**config.mk**
```make
export PLATFORM = sky130hd
export DESIGN_NAME = mem_bus_arbiter
export DESIGN_NICKNAME = d
export VERILOG_FILES = /design/src/rtl/mem_bus_arbiter_pkg.sv /design/src/rtl/mem_bus_arbiter_port_hold.sv /design/src/rtl/mem_bus_arbiter.sv
export SDC_FILE = /design/constraint.sdc
export NUM_CORES = 1
export LEC_CHECK = 0
export BUFFER_PORTS_ARGS = -buffer_cell sky130_fd_sc_hd__buf_2
export CAP_MARGIN = 20
export CORE_ASPECT_RATIO = 0.7
export CORE_MARGIN = 4
export CORE_UTILIZATION = 37
export DETAILED_ROUTE_END_ITERATION = 12
export GPL_ROUTABILITY_DRIVEN = 1
export HOLD_SLACK_MARGIN = 0.05
export PLACE_DENSITY_LB_ADDON = 0.3
export SLEW_MARGIN = 15
export SYNTH_ARGS = -nofsm -noshare
export SYNTH_HDL_FRONTEND = slang
export SYNTH_HIERARCHICAL = 1
export SYNTH_SLANG_ARGS = --single-unit
```
**constraint.sdc**
```tcl
create_clock -name clk -period 4.1 [get_ports clk]
set_input_delay 0.41 -clock clk [delete_from_list [all_inputs] [get_ports clk]]
set_output_delay 0.41 -clock clk [all_outputs]
set_load 0.03 [all_outputs]
```
**src/rtl/mem_bus_arbiter_pkg.sv**
```systemverilog
// Shared definitions for the IF/MEM external bus arbiter: FSM encodings and
// the ctrl stall-vector bit positions the arbiter listens to.
package mem_bus_arbiter_pkg;

    typedef enum logic [1:0] {
        ARB_IDLE  = 2'd0,
        ARB_IBUSY = 2'd1,
        ARB_DBUSY = 2'd2
    } arb_state_e;

    localparam int STALL_IF  = 1;
    localparam int STALL_MEM = 4;

endpackage

```
**src/rtl/mem_bus_arbiter_port_hold.sv**
```systemverilog
// Per-stage return path: done flag, hold register and the mux that returns
// live bus data in the completion cycle and held data afterwards.
module arb_port_hold
    import mem_bus_arbiter_pkg::*;
#(
    parameter int DATA_W = 32
) (
    input  logic              clk,
    input  logic              rst,
    input  logic              hold_i,
    input  logic              cmpl_i,
    input  logic              tmo_i,
    input  logic [DATA_W-1:0] bus_rdata_i,
    output logic              done_o,
    output logic [DATA_W-1:0] data_o
);

    logic              done_q;
    logic [DATA_W-1:0] hold_q;
    logic [DATA_W-1:0] ret_data;

    // An aborted access completes with zero data so the stage can move on.
    assign ret_data = tmo_i ? '0 : bus_rdata_i;

    always_ff @(posedge clk or posedge rst) begin
        if (rst) begin
            done_q <= 1'b0;
            hold_q <= '0;
        end else if (!hold_i) begin
            done_q <= 1'b0;
        end else if (cmpl_i) begin
            done_q <= 1'b1;
            hold_q <= ret_data;
        end
    end

    assign done_o = done_q;
    assign data_o = cmpl_i ? ret_data : hold_q;

endmodule

```
**src/rtl/mem_bus_arbiter.sv**
```systemverilog
// Single-port bus arbiter between instruction fetch and data access; data
// accesses win, every transfer is guarded by a no-ack timeout.
module mem_bus_arbiter
    import mem_bus_arbiter_pkg::*;
#(
    parameter int ADDR_W  = 32,
    parameter int DATA_W  = 32,
    parameter int TIMEOUT = 255
) (
    input  logic              clk,
    input  logic              rst,
    input  logic [5:0]        stall_i,
    input  logic              if_ce_i,
    input  logic [ADDR_W-1:0] if_addr_i,
    output logic [DATA_W-1:0] if_data_o,
    input  logic              mem_ce_i,
    input  logic              mem_we_i,
    input  logic [ADDR_W-1:0] mem_addr_i,
    input  logic [DATA_W-1:0] mem_wdata_i,
    output logic [DATA_W-1:0] mem_rdata_o,
    output logic              stallreq_if_o,
    output logic              stallreq_mem_o,
    output logic              bus_req_o,
    output logic              bus_we_o,
    output logic [ADDR_W-1:0] bus_addr_o,
    output logic [DATA_W-1:0] bus_wdata_o,
    input  logic [DATA_W-1:0] bus_rdata_i,
    input  logic              bus_ack_i,
    output logic              bus_err_o,
    output logic [1:0]        dbg_state_o
);

    // Counter only has to reach TIMEOUT-1.
    localparam int CNT_W = (TIMEOUT < 2) ? 1 : $clog2(TIMEOUT);

    arb_state_e        state_q;
    logic [CNT_W-1:0]  cnt_q;
    logic              req_q;
    logic              we_q;
    logic [ADDR_W-1:0] addr_q;
    logic [DATA_W-1:0] wdata_q;
    logic              err_q;

    logic i_done;
    logic d_done;
    logic busy;
    logic tmo_hit;
    logic xfer_end;
    logic i_cmpl;
    logic d_cmpl;
    logic pend_i;
    logic pend_d;
    logic unused_stall;

    assign busy     = (state_q != ARB_IDLE);
    assign tmo_hit  = busy & !bus_ack_i & (cnt_q == CNT_W'(TIMEOUT - 1));
    assign xfer_end = busy & (bus_ack_i | tmo_hit);
    assign i_cmpl   = (state_q == ARB_IBUSY) & xfer_end;
    assign d_cmpl   = (state_q == ARB_DBUSY) & xfer_end;
    assign pend_d   = mem_ce_i & !d_done;
    assign pend_i   = if_ce_i & !i_done;

    always_ff @(posedge clk or posedge rst) begin
        if (rst) begin
            state_q <= ARB_IDLE;
            cnt_q   <= '0;
            req_q   <= 1'b0;
            we_q    <= 1'b0;
            addr_q  <= '0;
            wdata_q <= '0;
            err_q   <= 1'b0;
        end else begin
            err_q <= 1'b0;
            case (state_q)
                ARB_IDLE: begin
                    if (pend_d) begin
                        state_q <= ARB_DBUSY;
                        req_q   <= 1'b1;
                        we_q    <= mem_we_i;
                        addr_q  <= mem_addr_i;
                        wdata_q <= mem_wdata_i;
                        cnt_q   <= '0;
                    end else if (pend_i) begin
                        state_q <= ARB_IBUSY;
                        req_q   <= 1'b1;
                        we_q    <= 1'b0;
                        addr_q  <= if_addr_i;
                        wdata_q <= '0;
                        cnt_q   <= '0;
                    end
                end
                ARB_IBUSY, ARB_DBUSY: begin
                    // Always drop back to IDLE so transfers are separated by one idle cycle.
                    if (xfer_end) begin
                        state_q <= ARB_IDLE;
                        req_q   <= 1'b0;
                        err_q   <= tmo_hit;
                    end else begin
                        cnt_q <= cnt_q + 1'b1;
                    end
                end
                default: begin
                    state_q <= ARB_IDLE;
                    req_q   <= 1'b0;
                end
            endcase
        end
    end

    arb_port_hold #(.DATA_W(DATA_W)) u_if_hold (
        .clk         (clk),
        .rst         (rst),
        .hold_i      (stall_i[STALL_IF]),
        .cmpl_i      (i_cmpl),
        .tmo_i       (tmo_hit),
        .bus_rdata_i (bus_rdata_i),
        .done_o      (i_done),
        .data_o      (if_data_o)
    );

    arb_port_hold #(.DATA_W(DATA_W)) u_mem_hold (
        .clk         (clk),
        .rst         (rst),
        .hold_i      (stall_i[STALL_MEM]),
        .cmpl_i      (d_cmpl),
        .tmo_i       (tmo_hit),
        .bus_rdata_i (bus_rdata_i),
        .done_o      (d_done),
        .data_o      (mem_rdata_o)
    );

    // Stall requests never look at stall_i, so ctrl sees no combinational loop.
    assign stallreq_if_o  = !rst & if_ce_i & !i_done & !i_cmpl;
    assign stallreq_mem_o = !rst & mem_ce_i & !d_done & !d_cmpl;

    assign bus_req_o    = req_q;
    assign bus_we_o     = we_q;
    assign bus_addr_o   = addr_q;
    assign bus_wdata_o  = wdata_q;
    assign bus_err_o    = err_q;
    assign dbg_state_o  = state_q;
    assign unused_stall = ^stall_i;

endmodule

```
==> out/results.ini, run 1 <==
[synthesis]
avgSynthCellArea_sq_um = 12.5
syn_inst = 594
synthesis.area_sq_um = 7410
synth_common_cells = dfrtp_1 (143), nor2b_1 (67), mux2_2 (64), mux2_4 (60), nand2_1 (38)
synth_top_flop_cell = dfrtp_1
synth_most_common_cell = dfrtp_1
synthDistinctLibCells = 48
synth.top_cell.area_share_pct = 48.3
synth_edf_count = 0
ys_async_sr_fraction_pct = 100
synth_warnings = 6
ys_seq_elements = 143
yosys-top-cells-area = dfrtp_1 (48%), mux2_4 (12%), mux2_2 (9.7%)
yosys.area.top_type = dfrtp_1
yosysSeqAreaShare_pct = 48.3
synth_nets = 739

[sta]
slew_headroom_pct = 41.7
setup_ws_ps = 473
final-hold-violation-count = 0
finalCriticalPeriod_ps = 3630
period_share_pct = 88.5
skew_ps = 12.1
drv_slew = 0
fmax_mhz = 276
rsz0062_at_grt = false
whs_ps = 212
worst_pin_slew_ps = 871
fin_tns_setup_ps = 0
setup_viol_count_final = 0

[status]
status = complete, no violations

[power_and_ir_drop]
power_frac_seq_pct = 30.7
p_clk_share_pct = 19.6
totalPowerFinal_mw = 7.72
p_leak_nw = 5.05
p_int_mw = 4.35
powerDensity_nw_per_um2 = 808
pwr-share-comb_pct = 49.7
vdd_drop_max_mv = 0.435
p_switching_mw = 3.37
sw_frac_of_total_pct = 43.7

[clock_network]
cts.clk_slew.worst_paths_ps = 70
clkLatencyLatePin_ps = 420
clkSinkCount = 143
root_buffer = clkbuf_16
clock_path_buffers = 2
cts_max_level = 4
cts_tree = yes
post_cts.repair.setup_buffers = 0
cts_buffers = 17

[detailed_routing]
postRouteAntennaNets = 0
wl_per_cell_um = 16.7
vias = 5378
dr.first_iter.drc_count = 225
viasPerCell = 4.73
drt_pass1_iterations = 4
wl_um = 18900
drc = 0

[placement]
placed_cells = 1102
dp_hpwl_um = 13300
port_buffers = 270
dp_slack_ps = 824
gp_congestion = 0.800

[setup_path]
startpoint = dbg_state_o[0]$_DFFE_PP0P_
crit_path_end = mem_rdata_o[17]
end_kind = output port
r2r_end = u_mem_hold/hold_q[26]$_DFFE_PP0P_
cp_top_family = buffers and inverters
cp.arrival_ps = 3220
cp_max_fo = 35
path_class = reg2out
rr_worst_depth = 8
crit_slowest_cell = buf_4
rrSetupSlack_ps = 830
cp.depth = 8
start_kind = flip-flop
cpPeakStageDelay_ps = 470
worstPathCellList = inv_1, ha_1, and4b_1, nand2_1, a21boi_4, buf_4, mux2_2, buf_2
r2r-start = dbg_state_o[0]$_DFFE_PP0P_
worst-path-buf-inv = 3
cp.required_ps = 3690

[die]
die_w_um = 177
start_util_pct = 37.5
pin_count = 275
core-area_sq_um = 19700
core.rowCount = 43
die_y_um = 126
die_area_sq_um = 22400

[global_routing]
antenna_found_initial = 1
overflow = 0
grt_pass1_wl_um = 29400
grt_start_max_net_pins = 65
grt_pass1_vias = 5406
grt.total_usage_pct = 16.6

[final_layout]
num-fill-cells = 1859
drive_gt1_share_pct = 51.9
seqCellArea_sq_um = 3580
multi_input_area_sq_um = 3580
nets = 997
instances_no_fill = 1136
synthToLayoutAreaGrowth_pct = 29.0

[flow_run]
cap_violations = 0

[hold_path]
holdCritPathClass = in2reg

cell usage in the layout (no fill, tap or decap), types with 4 or more instances in the layout:
master     synthesis  final
nor2b_1           67     67
clkinv_4           0      4
mux2_2            64     64
o21ai_1           33     33
inv_1              8      7
nor2_1             6      4
mux2_1             4      4
buf_4              7      9
clkbuf_16          0     17
a22o_1            33     33
dfrtp_1          143    143
nand2_1           38     38
inv_6              0      4
ha_1               5      5
nand3_1           10     10
buf_2             19    270
o21ai_0            4      4
mux2_4            60     60
mux2i_1           33     33
stage by stage:
step	utilization [%]	area (sq um)
finish	48.4	9560
global route	48.4	9560
CTS	48.4	9560
floorplan	-	7410
detailed placement	45.4	8970
global placement	45.4	8970
cell families after synthesis:
kind of cell / Yosys count / synth area share (%)
and+or+nand+nor: 143 / 11.2
buffers and inverters: 51 / 3.97
DFF: 143 / 48.3
muxes: 161 / 26.9
AOI/OAI and AO/OA: 91 / 8.78
adders and majority gates: 5 / 0.844
repair_timing:
| action | CTS | global route |
|---|---|---|
| hold buffers | 1 | 0 |
| gates resized for setup | 0 | 0 |
| hold endpoints to repair | 7 | 0 |
metal layers:
layer	vias up	wire length, um	track usage (%)
met5	-	0	0
met4	0	220	4.00
met3	12	903	3.81
met2	123	8670	25.9
met1	2622	9140	23.5
li1	2621	-	-
area by class of cell:
| class | count | share of cell area [%] |
|---|---|---|
| inverter | 9 | 0.366 |
| antenna | 1 | 0.0262 |
| timing repair buffer | 281 | 15.2 |
| sequential | 143 | 37.4 |
| clock inverter | 14 | 1.53 |
| clock buffer | 18 | 4.49 |
| tap | 270 | 3.53 |
| multi-input combinational | 400 | 37.5 |
worst min path at each step:
| stage | from | end | slack, ps | cells after the start |
|---|---|---|---|---|
| finish | mem_wdata_i[13] | bus_wdata_o[13]$_DFFE_PP0P_ | 210 | 2 |
| global route | mem_wdata_i[9] | bus_wdata_o[9]$_DFFE_PP0P_ | 200 | 2 |
| CTS | mem_wdata_i[16] | bus_wdata_o[16]$_DFFE_PP0P_ | 190 | 2 |
| detailed placement | bus_addr_o[16]$_DFFE_PP0P_ | bus_addr_o[16]$_DFFE_PP0P_ | 470 | 2 |
| global placement | bus_addr_o[11]$_DFFE_PP0P_ | bus_addr_o[11]$_DFFE_PP0P_ | 460 | 2 |
| floorplan | u_if_hold/done_o$_DFFE_PP0P_ | u_if_hold/done_o$_DFFE_PP0P_ | 450 | 1 |
worst reg2reg max path, stage by stage, from the launching register on:
cell      delay, ps
dfrtp_1         390
inv_1            80
ha_1            360
and4b_1         340
nand2_1         330
a21boi_4        230
buf_4           470
nand2_4         500
mux2_4          460
state kept, by name (all words and copies together), names as in the netlist:
signal,count
dbg_state_o,2
cnt_q,8
u_mem_hold/done_o,1
u_mem_hold/hold_q,32
bus_we_o,1
bus_req_o,1
bus_wdata_o,32
bus_addr_o,32
bus_err_o,1
u_if_hold/hold_q,32
u_if_hold/done_o,1
power groups by stage:
stage | clock [mW] | combinational (mW) | sequential, mW
2_1_floorplan | 0 | 2.20 | 3.02
3_3_place_gp | 0 | 3.86 | 2.37
3_5_place_dp | 0 | 3.89 | 2.37
4_1_cts | 1.56 | 3.90 | 2.37
5_1_grt | 1.63 | 4.10 | 2.45
6_report | 1.51 | 3.84 | 2.37
Power figures use the tool's default switching activity.
==> inputs of run 2 (changes only) <==
--- a/config.mk
+++ b/config.mk
@@ -17,5 +17,4 @@
 export SLEW_MARGIN = 15
 export SYNTH_ARGS = -nofsm -noshare
 export SYNTH_HDL_FRONTEND = slang
-export SYNTH_HIERARCHICAL = 1
 export SYNTH_SLANG_ARGS = --single-unit
==> run 2 against run 1 <==
Count of clock-buffer cells in the layout rose by 3. Wire length grew 4.8%. Synthesized cell count increased by 9.3%. Power rose by 1.2%. Worst setup slack better by 280 ps. Combinational power up 3%. Non-clock buffer count rose by 4. Die area decreased by 11%. Critical path depth fell by 1. First-iteration DRC count increased by 99%. Final area is 9.4% lower. Sequential power barely moved. Critical endpoint is now if_data_o[31]. Largest cell class is now sequential cells.
==> out/results.ini, run 2 <==
[synthesis]
synthesis.area_sq_um = 6580
synth_most_common_cell = dfrtp_1
synthDistinctLibCells = 44
ys_async_sr_fraction_pct = 100
yosysSeqAreaShare_pct = 54.4
yosys-top-cells-area = dfrtp_1 (54%), a22o_1 (17%), nand2_1 (4.0%)
ys_seq_elements = 143
synth_nets = 794
yosys.area.top_type = dfrtp_1
syn_inst = 649
synth_warnings = 0
avgSynthCellArea_sq_um = 10.1
synth_edf_count = 0
synth_common_cells = dfrtp_1 (143), a22o_1 (130), nand2_1 (71), clkbuf_1 (45), nor2_1 (40)
synth.top_cell.area_share_pct = 54.4
synth_top_flop_cell = dfrtp_1

[detailed_routing]
postRouteAntennaNets = 0
drc = 0
drt_pass1_iterations = 5
vias = 5984
viasPerCell = 5.28
wl_um = 19800
dr.first_iter.drc_count = 447
wl_per_cell_um = 17.5

[sta]
finalCriticalPeriod_ps = 3350
slew_headroom_pct = 50.0
drv_slew = 0
rsz0062_at_grt = false
fin_tns_setup_ps = 0
period_share_pct = 81.7
worst_pin_slew_ps = 750
skew_ps = 12.2
fmax_mhz = 298
final-hold-violation-count = 0
setup_viol_count_final = 0

[final_layout]
stdcell_area_sq_um = 8660
seqCellArea_sq_um = 3580
antenna_cells = 0
nets = 1035
synthToLayoutAreaGrowth_pct = 31.6
num-fill-cells = 1652
drive_gt1_share_pct = 36.0
mostFrequentLayoutCells = buf_2 (270), dfrtp_1 (143), a22o_1 (130)
final_common_cell = buf_2
final_util_pct = 50.0
multi_input_area_sq_um = 2600

[die]
start_util_pct = 38.0
die_y_um = 120
core-area_sq_um = 17300
die_area_sq_um = 20000
core.rowCount = 40
die_w_um = 167
pin_count = 275

[power_and_ir_drop]
vdd_drop_max_mv = 0.405
powerDensity_nw_per_um2 = 902
p_leak_nw = 4.47

[clock_network]
cts_buffers = 17
clkSinkCount = 143
cts_tree = yes
hold_buffers = 0
clkLatencyLatePin_ps = 410
root_buffer = clkbuf_16
clock_path_buffers = 2
post_cts.repair.setup_buffers = 0
post_cts_resized = 0
cts.clk_slew.worst_paths_ps = 60
cts_max_level = 4

[setup_path]
cp_max_fo = 41
start_kind = flip-flop
end_kind = output port
cp.required_ps = 3690
cp_top_family = buffers and inverters
worst-path-buf-inv = 4
cpPeakStageDelay_ps = 570
cp.arrival_ps = 2940
crit_slowest_cell = inv_2
worstPathCellList = inv_1, ha_1, inv_2, and3_1, buf_4, o21ai_0, buf_2
path_class = reg2out

[global_routing]
overflow = 0
grt_pass1_vias = 6020
grt_pass1_wl_um = 32100
antenna_found_initial = 0
grt.total_usage_pct = 19.7
grt_start_max_net_pins = 144

[hold_path]
holdCritPathClass = in2reg

[placement]
dp_hpwl_um = 13500
port_buffers = 270
gp_congestion = 0.804
post_dp_cell_area_sq_um = 8100

[flow_run]
cap_violations = 0

[status]
status = complete, no violations

run 2: changes by cell type in the layout (fill, tap and decap cells not counted), sizes merged, moves of 4 or more:
cell and delta:
mux2 -127, a22o +97, nor2b -64, nor2 +34, mux2i -32, nand2 +32
a31oi +31, nand4 +31, inv +27, buf +5, clkinvlp +5, a21oi +4
clkinv -4, nand4b -4
run 2: report_power, final:
| part | switching (mW) | internal (mW) | leakage, nW |
|---|---|---|---|
| registers | 0.348 | 2.04 | 1.79 |
| logic | 2.67 | 1.28 | 2.42 |
| clock network | 0.609 | 0.873 | 0.263 |
| total | 3.63 | 4.19 | 4.47 |
run 2: layer usage:
metal	global-route usage, %	routed length (um)
met1	26.1	9010
met2	31.8	9180
met3	5.86	1400
met4	5.42	246
met5	0	0
run 2: final timing paths:
kind                                                   from                               end  slack (ps)  cells after the start
setup reg to reg                 dbg_state_o[0]$_DFFE_PP0P_              cnt_q[1]$_DFFE_PP0P_        1580                      6
min in group asynchronous                               rst              cnt_q[5]$_DFFE_PP0P_         300                      3
max in group asynchronous                               rst        bus_addr_o[10]$_DFFE_PP0P_        3260                      3
hold / removal                              mem_wdata_i[27]       bus_wdata_o[27]$_DFFE_PP0P_         210                      2
hold reg to reg            u_if_hold.hold_q[30]$_DFFE_PP0P_  u_if_hold.hold_q[30]$_DFFE_PP0P_         500                      1
setup / recovery                 dbg_state_o[0]$_DFFE_PP0P_                     if_data_o[31]         750                      7
run 2: final cells by class:
type	count	area share, %
Tap cell	231	3.34
Inverter	40	1.78
Timing Repair Buffer	285	17.0
Clock buffer	21	5.31
Sequential cell	143	41.3
Clock inverter	11	1.24
Multi-Input combinational cell	403	30.0
run 2: per-stage QoR:
stage	cells	setup WS, ps	power (mW)	hold WS (ps)
4_1_cts	1134	753	7.90	191
3_3_place_gp	1102	1240	6.35	483
3_5_place_dp	1102	1190	6.38	478
5_1_grt	1134	572	8.31	190
6_report	1134	749	7.82	208
2_1_floorplan	649	630	5.22	455
run 2: cell families after synthesis:
kind of cell / synth area share, %
AOI/OAI and AO/OA: 25.3
adders and majority gates: 0.950
buffers and inverters: 6.41
DFF: 54.4
muxes: 0.323
and+or+nand+nor: 12.6
==> inputs of run 3 (changes only) <==
==> constraint.sdc (replaced) <==
create_clock -name clk -period 2.8 [get_ports clk]
set_input_delay 0.28 -clock clk [delete_from_list [all_inputs] [get_ports clk]]
set_output_delay 0.28 -clock clk [all_outputs]
set_load 0.03 [all_outputs]
==> run 3 against run 2 <==
Count of clock-buffer cells in the layout decreased by 4. Final cell count increased by 0.44%. Highest routed layer unchanged. Register-to-register slack got worse by 1000 ps. First-iteration DRC count increased by 15%. Final area increased by 1.1%. Worst setup slack got worse by 600 ps.
==> out/results.ini, run 3 (same netlist as run 2, synthesis figures left out) <==
[setup_path]
start_kind = flip-flop
crit_slowest_cell = dfrtp_1
worst-path-buf-inv = 3
r2r-start = dbg_state_o[1]$_DFFE_PP0P_
end_kind = output port
rrSetupSlack_ps = 570
rr_worst_depth = 7
cpPeakStageDelay_ps = 380
r2r_end = cnt_q[1]$_DFFE_PP0P_
path_class = reg2out
cp_top_family = buffers and inverters
worstPathCellList = inv_1, ha_1, and4_1, a21o_2, and3_1, buf_4, o21ai_1, clkbuf_4
cp_max_fo = 13
cp.required_ps = 2520
cp.arrival_ps = 2370

[clock_network]
cts.clk_slew.worst_paths_ps = 70
post_cts.repair.setup_buffers = 0
cts_max_level = 4
clkLatencyLatePin_ps = 410
root_buffer = clkbuf_16
cts_tree = yes
cts_buffers = 17
clock_path_buffers = 2
clkSinkCount = 143

[status]
status = complete, no violations

[sta]
worst_pin_slew_ps = 741
rsz0062_at_grt = false
fmax_mhz = 377
period_share_pct = 94.8
finalCriticalPeriod_ps = 2650
setup_ws_ps = 146
whs_ps = 74.1
final-hold-violation-count = 0
fin_tns_setup_ps = 0
setup_viol_count_final = 0
drv_slew = 0
slew_headroom_pct = 50.6
skew_ps = 10.8

[placement]
dp_hpwl_um = 13600
post_dp_cell_area_sq_um = 8150
port_buffers = 270
gp_congestion = 0.810
dp_slack_ps = 503

[global_routing]
gr-usage-met3_pct = 5.99
grt_pass1_vias = 5957
grt.busiest_layer = met2
use_met1_pct = 27.5
grt.total_usage_pct = 19.9
overflow = 0
grt_pass1_wl_um = 32400
antenna_found_initial = 0
grt_start_max_net_pins = 144
use_met2_pct = 30.9

[final_layout]
multi_input_area_sq_um = 2610
drive_gt1_share_pct = 36.8
mostFrequentLayoutCells = buf_2 (262), dfrtp_1 (143), a22o_1 (130)
antenna_cells = 0
seqCellArea_sq_um = 3580
final_common_cell = buf_2
num-fill-cells = 1692
stdcell_area_sq_um = 8760
nets = 1040
synthToLayoutAreaGrowth_pct = 33.1

[flow_run]
cap_violations = 0

[die]
die_w_um = 167
pin_count = 275
die_area_sq_um = 20000
core.rowCount = 40
core-area_sq_um = 17300
die_y_um = 120
start_util_pct = 38.0

[power_and_ir_drop]
p_leak_nw = 4.52
powerDensity_nw_per_um2 = 1330
vdd_drop_max_mv = 0.681
totalPowerFinal_mw = 11.6

[detailed_routing]
dr.first_iter.drc_count = 512
drt_pass1_iterations = 4
wl_per_cell_um = 17.6
drc = 0
vias = 5947
postRouteAntennaNets = 0
viasPerCell = 5.22
wl_um = 20100

[hold_path]
hold_end = bus_wdata_o[15]$_DFFE_PP0P_
holdCritPathClass = in2reg
hp-start = mem_wdata_i[15]
hold_depth = 2

run 3: cell types whose count changed in the layout (fill, tap and decap cells not counted), sizes merged:
| cell | delta |
|---|---|
| buf | +2 |
| clkbuf | -1 |
| clkinv | -1 |
| inv | +6 |
| clkinvlp | -1 |
run 3: stage by stage:
step                      util (%)  instances
after floorplan                  -        649
after global placement        47.0       1107
after detailed placement      47.0       1107
after CTS                     50.4       1139
after global routing          50.6       1139
final                         50.6       1139
run 3: worst max-delay path by stage:
stage	start	endpoint	slack [ps]	cells after the start
global placement	cnt_q[0]$_DFFE_PP0P_	if_data_o[20]	530	8
CTS	dbg_state_o[1]$_DFFE_PP0P_	mem_rdata_o[20]	50	7
global route	cnt_q[0]$_DFFE_PP0P_	if_data_o[14]	0.3	8
floorplan	rst	stallreq_mem_o	-410	2
detailed placement	dbg_state_o[1]$_DFFE_PP0P_	mem_rdata_o[20]	500	7
finish	cnt_q[0]$_DFFE_PP0P_	if_data_o[30]	150	8
run 3: final cells by class:
| class | instances | share of cell area [%] |
|---|---|---|
| Clock inverter | 15 | 1.70 |
| Sequential cell | 143 | 40.9 |
| Clock buffer | 17 | 4.86 |
| Multi-Input combinational cell | 403 | 29.7 |
| Inverter | 40 | 1.76 |
| Timing Repair Buffer | 290 | 17.8 |
| Tap cell | 231 | 3.30 |
run 3: timing repair:
action | 4_1_cts | 5_1_grt
hold endpoints to repair | 0 | 0
gates resized for setup | 0 | 18
hold buffers | 0 | 0
setup endpoints to repair | 0 | 54
run 3: routing by layer:
layer	wire length, um	vias up	part of all wire [%]
li1	-	2857	-
met5	0	-	0
met4	163	0	0.81
met3	1530	10	7.6
met2	9370	210	47
met1	9040	2870	45
run 3: power by group:
| part | switching [mW] | internal, mW | total (mW) |
|---|---|---|---|
| Sequential | 0.511 | 2.98 | 3.49 |
| Combinational | 3.97 | 1.97 | 5.94 |
| Clock | 0.960 | 1.25 | 2.21 |
| Total | 5.44 | 6.20 | 11.6 |
